**src/rtl/hazard_pkg.sv**
```systemverilog
// Shared types and helpers for the parametrised hazard / forwarding unit.
package hazard_pkg;

    localparam int RW_MAX = 8;

    typedef logic [RW_MAX-1:0] reg_idx_t;

    typedef enum logic [1:0] {
        FWD_RF = 2'b00,
        FWD_W  = 2'b01,
        FWD_M  = 2'b10
    } fwd_sel_t;

    typedef enum logic {
        MC_IDLE = 1'b0,
        MC_BUSY = 1'b1
    } mc_state_t;

    // A used source operand that names the destination of a writing stage.
    function automatic logic match(input reg_idx_t idx, input logic vld,
                                   input reg_idx_t rd, input logic we);
        return vld && we && (idx == rd);
    endfunction

endpackage

```
**src/rtl/mc_latency_ctr.sv**
```systemverilog
// Multicycle execute occupancy tracker: holds E for exactly MC_LAT cycles per op.
module mc_latency_ctr #(
    parameter int MC_LAT = 4
) (
    input  logic clk,
    input  logic rst_n,
    input  logic i_start,
    output logic o_busy,
    output logic o_done
);
    import hazard_pkg::*;

    localparam int CW = $clog2(MC_LAT);

    mc_state_t      r_state;
    logic [CW-1:0]  r_cnt;

    // Start cycle counts as the first busy cycle, so the counter loads MC_LAT-1.
    always_ff @(posedge clk or negedge rst_n) begin
        if (!rst_n) begin
            r_state <= MC_IDLE;
            r_cnt   <= '0;
        end else begin
            case (r_state)
                MC_IDLE: begin
                    if (i_start) begin
                        r_cnt   <= CW'(MC_LAT - 1);
                        r_state <= MC_BUSY;
                    end
                end
                MC_BUSY: begin
                    r_cnt <= r_cnt - 1'b1;
                    if (r_cnt == CW'(1)) begin
                        r_state <= MC_IDLE;
                    end
                end
                default: r_state <= MC_IDLE;
            endcase
        end
    end

    assign o_busy = (r_state == MC_BUSY) || i_start;
    assign o_done = (r_state == MC_BUSY) && (r_cnt == CW'(1));

endmodule

```
**src/rtl/hazard_unit_param.sv**
```systemverilog
// Hazard and forwarding control for the 5-stage pipe: operand forwarding,
// load-use bubbles, branch / PC-write flushes and multicycle-execute holds.
module hazard_unit_param #(
    parameter int RW     = 4,
    parameter int NSRC   = 3,
    parameter int MC_LAT = 4,
    parameter int PC_IDX = 15
) (
    input  logic                 clk,
    input  logic                 reset,
    input  logic [NSRC*RW-1:0]   src_idx_d,
    input  logic [NSRC-1:0]      src_vld_d,
    input  logic [NSRC*RW-1:0]   src_idx_e,
    input  logic [NSRC-1:0]      src_vld_e,
    input  logic [RW-1:0]        rd_e,
    input  logic                 regwrite_e,
    input  logic                 memtoreg_e,
    input  logic                 mc_start_e,
    input  logic [RW-1:0]        rd_m,
    input  logic                 regwrite_m,
    input  logic [RW-1:0]        rd_w,
    input  logic                 regwrite_w,
    input  logic                 pcsrc_d,
    input  logic                 pcsrc_e,
    input  logic                 pcsrc_m,
    input  logic                 pcsrc_w,
    input  logic                 branch_taken_e,
    output logic [NSRC*2-1:0]    fwd_sel_e,
    output logic                 stall_f,
    output logic                 stall_d,
    output logic                 stall_e,
    output logic                 flush_d,
    output logic                 flush_e,
    output logic                 mc_busy,
    output logic                 mc_done
);
    import hazard_pkg::*;

    logic             w_mc_busy;
    logic             w_mc_done;
    logic [NSRC-1:0]  w_lu_hit;
    logic             w_ldstall;
    logic             w_pcpend;

    mc_latency_ctr #(
        .MC_LAT (MC_LAT)
    ) u_mc_ctr (
        .clk     (clk),
        .rst_n   (reset),
        .i_start (mc_start_e),
        .o_busy  (w_mc_busy),
        .o_done  (w_mc_done)
    );

    // Per-operand forward select (M beats W, PC never forwarded) and load-use compare.
    for (genvar k = 0; k < NSRC; k++) begin : g_src
        logic [RW-1:0] w_idx_e;
        logic          w_use_e;
        fwd_sel_t      w_sel;

        assign w_idx_e = src_idx_e[k*RW +: RW];
        assign w_use_e = src_vld_e[k] && (w_idx_e != RW'(PC_IDX));

        always_comb begin
            w_sel = FWD_RF;
            if (match(reg_idx_t'(w_idx_e), w_use_e, reg_idx_t'(rd_m), regwrite_m)) begin
                w_sel = FWD_M;
            end else if (match(reg_idx_t'(w_idx_e), w_use_e, reg_idx_t'(rd_w), regwrite_w)) begin
                w_sel = FWD_W;
            end
        end

        assign fwd_sel_e[k*2 +: 2] = reset ? w_sel : FWD_RF;

        assign w_lu_hit[k] = match(reg_idx_t'(src_idx_d[k*RW +: RW]), src_vld_d[k],
                                   reg_idx_t'(rd_e), regwrite_e);
    end

    assign w_ldstall = memtoreg_e && (|w_lu_hit);
    assign w_pcpend  = pcsrc_d || pcsrc_e || pcsrc_m;

    // Multicycle hold outranks branch flush, which outranks load-use and PC-write pending.
    always_comb begin
        stall_f = 1'b0;
        stall_d = 1'b0;
        stall_e = 1'b0;
        flush_d = 1'b0;
        flush_e = 1'b0;
        if (!reset) begin
            stall_f = 1'b0;
        end else if (w_mc_busy) begin
            stall_f = 1'b1;
            stall_d = 1'b1;
            stall_e = !w_mc_done;
        end else if (branch_taken_e) begin
            flush_d = 1'b1;
            flush_e = 1'b1;
        end else begin
            stall_f = w_ldstall || w_pcpend;
            stall_d = w_ldstall;
            flush_e = w_ldstall;
            flush_d = w_pcpend || pcsrc_w;
        end
    end

    assign mc_busy = reset && w_mc_busy;
    assign mc_done = reset && w_mc_done;

    a_mc_branch_excl: assert property (@(posedge clk) disable iff (!reset)
                                       !(mc_start_e && branch_taken_e));

endmodule

```
**config.mk**
```make
export PLATFORM = sky130hd
export DESIGN_NAME = hazard_unit_param
export DESIGN_NICKNAME = d
export VERILOG_FILES = /design/src/rtl/hazard_pkg.sv /design/src/rtl/mc_latency_ctr.sv /design/src/rtl/hazard_unit_param.sv
export SDC_FILE = /design/constraint.sdc
export NUM_CORES = 1
export LEC_CHECK = 0
export CAP_MARGIN = 20
export CORE_AREA = 4 4 50 56
export CTS_CLUSTER_SIZE = 24
export DETAILED_ROUTE_END_ITERATION = 6
export DIE_AREA = 0 0 54 60
export PLACE_DENSITY = 0.84
export SLEW_MARGIN = 10
export SYNTH_ARGS = -nofsm -noshare
export SYNTH_HDL_FRONTEND = slang
export SYNTH_SLANG_ARGS = --single-unit
export TNS_END_PERCENT = 1
```
**constraint.sdc**
```tcl
create_clock -name clk -period 6.1 [get_ports clk]
set_clock_uncertainty 0.05 [all_clocks]
set_input_delay 1.83 -clock clk [delete_from_list [all_inputs] [get_ports clk]]
set_output_delay 1.83 -clock clk [all_outputs]
set_load 0.005 [all_outputs]
```
==> impl_metrics.py <==
metrics = {
    "cts": {
        "cts_resized": 0,
        "cts_buffers": 3,
        "cts_max_level": 1,
        "postCtsSetupBuffers": 0,
        "tritoncts": "built",
        "clk_latency_ns": 0.24,
        "ctsHoldBuffers": 0,
        "clock_sinks": 3,
        "clk_pin_slew_ns": 0.04,
        "cts_buffer_depth": 2,
        "cts-root-buf": "clkbuf_4",
    },
    "die": {
        "rows": 18,
        "start_util_pct": 32.04,
        "ios": 67,
        "core_area_um2": 2230,
        "die_h_um": 60,
        "die_w_um": 54,
        "die_area_um2": 3240,
    },
    "route": {
        "ant_nets": 0,
        "drtIter0Drc": 11,
        "routed_via_density": 4.938,
        "first_pass_iters": 4,
        "vias": 958,
        "wirelength_mm": 2.794,
        "post-route-drc-count": 0,
        "wl_per_cell_um": 14.40,
    },
    "yosys": {
        "synth_mux_area_share_pct": 0,
        "syn_nets": 150,
        "synth_top_area_share_pct": 23.29,
        "synth-seq-area-share_pct": 10.51,
        "yosys.area_share.adder_pct": 1.751,
        "postSynthCellCount": 95,
        "synthSimpleGateAreaFrac_pct": 34.33,
        "synth_top_family_by_area": "XOR/XNOR gates",
        "post-synth-top-area-cell": "xor2_1",
        "synth_compound_area_share_pct": 8.231,
        "syn_area_um2": 714.4,
        "synthDistinctLibCells": 19,
        "synth_xor_area_share_pct": 44.13,
        "synth_area_leaders": "xor2_1, xnor2_1, dfrtp_1, nand4_1, nor4_1",
        "synth_area_per_cell_um2": 7.520,
        "synth_seq_cells": 3,
        "yosysWarnings": 0,
    },
    "timing": {
        "fin_crit_sh_pct": 93.61,
        "worst_pin_slew_ns": 0.4894,
        "setup-violations-final": 0,
        "fmax_ghz": 0.1751,
        "tns_ns": 0,
        "min_period_ns": 5.710,
        "finalHoldViolCount": 0,
        "relSlewSlack_pct": 67.25,
        "slew_violations": 0,
        "rsz0062_at_grt": "false",
    },
    "pwr": {
        "peakVddDrop_mv": 0.1065,
        "p_per_area_nw_per_um2": 134.2,
        "p_leak_nw": 0.5147,
    },
    "hold_path": {
        "hold_path_class": "register to register",
        "hold_depth": 1,
        "min_from": "u_mc_ctr.r_cnt[0]$_DFFE_PN0N_",
    },
    "place": {
        "globalplace.congestion": 0.8757,
        "numPortBuffers": 66,
        "dp_hpwl_mm": 2.483,
    },
    "setup_path": {
        "cpMaxStageDelayCell": "clkdlybuf4s50_1",
        "cpMostUsedCell": "clkdlybuf4s50_1",
        "reg2reg_depth": 2,
        "crit_path_cell_trace": "clkdlybuf4s50_1 -> xnor2_1 -> nand4_1 -> or4_4 -> a41oi_2 -> clkdlybuf4s50_1",
        "end_kind": "output pin",
        "worstSetupPathType": "primary input to output pin",
        "startpoint": "rd_e[2]",
        "cp.arrival_ns": 3.83,
        "r2r_start": "u_mc_ctr.r_state$_DFF_PN0_",
        "cp_data_required_time_ns": 4.22,
        "cp_max_fo": 3,
        "crit_path_start_kind": "primary input",
        "max_stage_delay_ns": 0.55,
    },
    "layout": {
        "diodes": 0,
        "fin_nets": 220,
        "drive_gt1_share_pct": 3.659,
        "synthToLayoutAreaGrowth_pct": 100.9,
        "final_util_pct": 64.37,
        "fill_cells": 195,
        "mostFrequentLayoutCell": "clkdlybuf4s50_1",
        "final_cell_mix": "clkdlybuf4s50_1, xor2_1, xnor2_1",
    },
    "global_route": {
        "grt_usage_pct": 17.63,
        "grt_antenna_before_repair": 0,
        "grt_pass1_wl_mm": 4.340,
        "first_global_vias": 1010,
        "grt_max_degree": 15,
        "overflow": 0,
    },
    "run": {
        "drv_cap": 0,
    },
    "status": {
        "status": "complete, no violations",
    },
}
-- layer usage --
metal / routed length (um) / share of wire [%] / track usage [%]
met1: 1112 / 40 / 20.87
met2: 1449 / 52 / 32.18
met3: 175 / 6.3 / 0.9975
met4: 57 / 2.0 / 7.117
met5: 0 / 0 / 0
-- synthesized netlist by cell type, drive strengths merged --
library cell and n:
nor4 6, nor2b 2, nand3 7, ha 1, nand2 8, and2 4
xnor2 17, and3 1, inv 1, a21oi 6, dfrtp 3, a31oi 2
nor3 3, or4 2, a41oi 1, nor2 3, nand4 8, clkbuf 1
xor2 19
-- report_power, final --
group	total, W	internal (W)	leakage, nW	switching [W]
Combinational	0.000119	0.0000721	0.467	0.0000467
Clock	0.0000366	0.0000246	0.0150	0.0000120
Sequential	0.0000372	0.0000298	0.0328	0.00000734
Total	0.000193	0.000127	0.515	0.0000661
-- critical path, delay by kind of cell --
family / cells / cell delay [ns]
AOI/OAI and AO/OA: 1 / 0.18
buffers and inverters: 2 / 1.10
and+or+nand+nor: 2 / 0.57
xor gates and xnor gates: 1 / 0.15
-- state kept, by name, indices dropped and copies added (netlist names) --
register and cells:
u_mc_ctr.r_cnt 2, u_mc_ctr.r_state 1
-- cell families after synthesis --
kind of cell	count (synthesis)
AND/OR/NAND/NOR	44
XOR/XNOR	36
AO/OA/AOI/OAI	9
adder cells (fa/ha/maj)	1
buffers and inverters	2
flip-flops	3
-- cell type report --
class	instances	area [um^2]	area share, %
clock buffer	4	26.28	1.831
inverter	1	3.754	0.2616
multi-input combinational	90	631.9	44.03
sequential	3	75.07	5.231
tap	30	37.54	2.616
timing repair buffer	66	660.6	46.03
-- path summary, 6_finish.rpt --
path,to,slack (ns)
max,stall_d,0.39
min,u_mc_ctr.r_cnt[0]$_DFFE_PN0N_,0.44
max reg2reg,u_mc_ctr.r_cnt[1]$_DFFE_PN0N_,4.95
min reg2reg,u_mc_ctr.r_cnt[0]$_DFFE_PN0N_,0.44
max in group asynchronous,u_mc_ctr.r_cnt[0]$_DFFE_PN0N_,3.83
min in group asynchronous,u_mc_ctr.r_state$_DFF_PN0_,1.86
-- through the flow --
step	cells	hold slack, ns	setup slack (ns)	area, um^2	power, W
after floorplan	95	0.4014	1.502	714.4	0.00008689
after global placement	190	0.4198	0.4571	1409	0.0001520
after detailed placement	190	0.4353	0.4053	1409	0.0001562
after CTS	194	0.4419	0.4027	1435	0.0001947
after global routing	194	0.4643	0.3084	1435	0.0002092
final	194	0.4394	0.3898	1435	0.0001926
No activity file was read; power rests on OpenSTA's default activity.
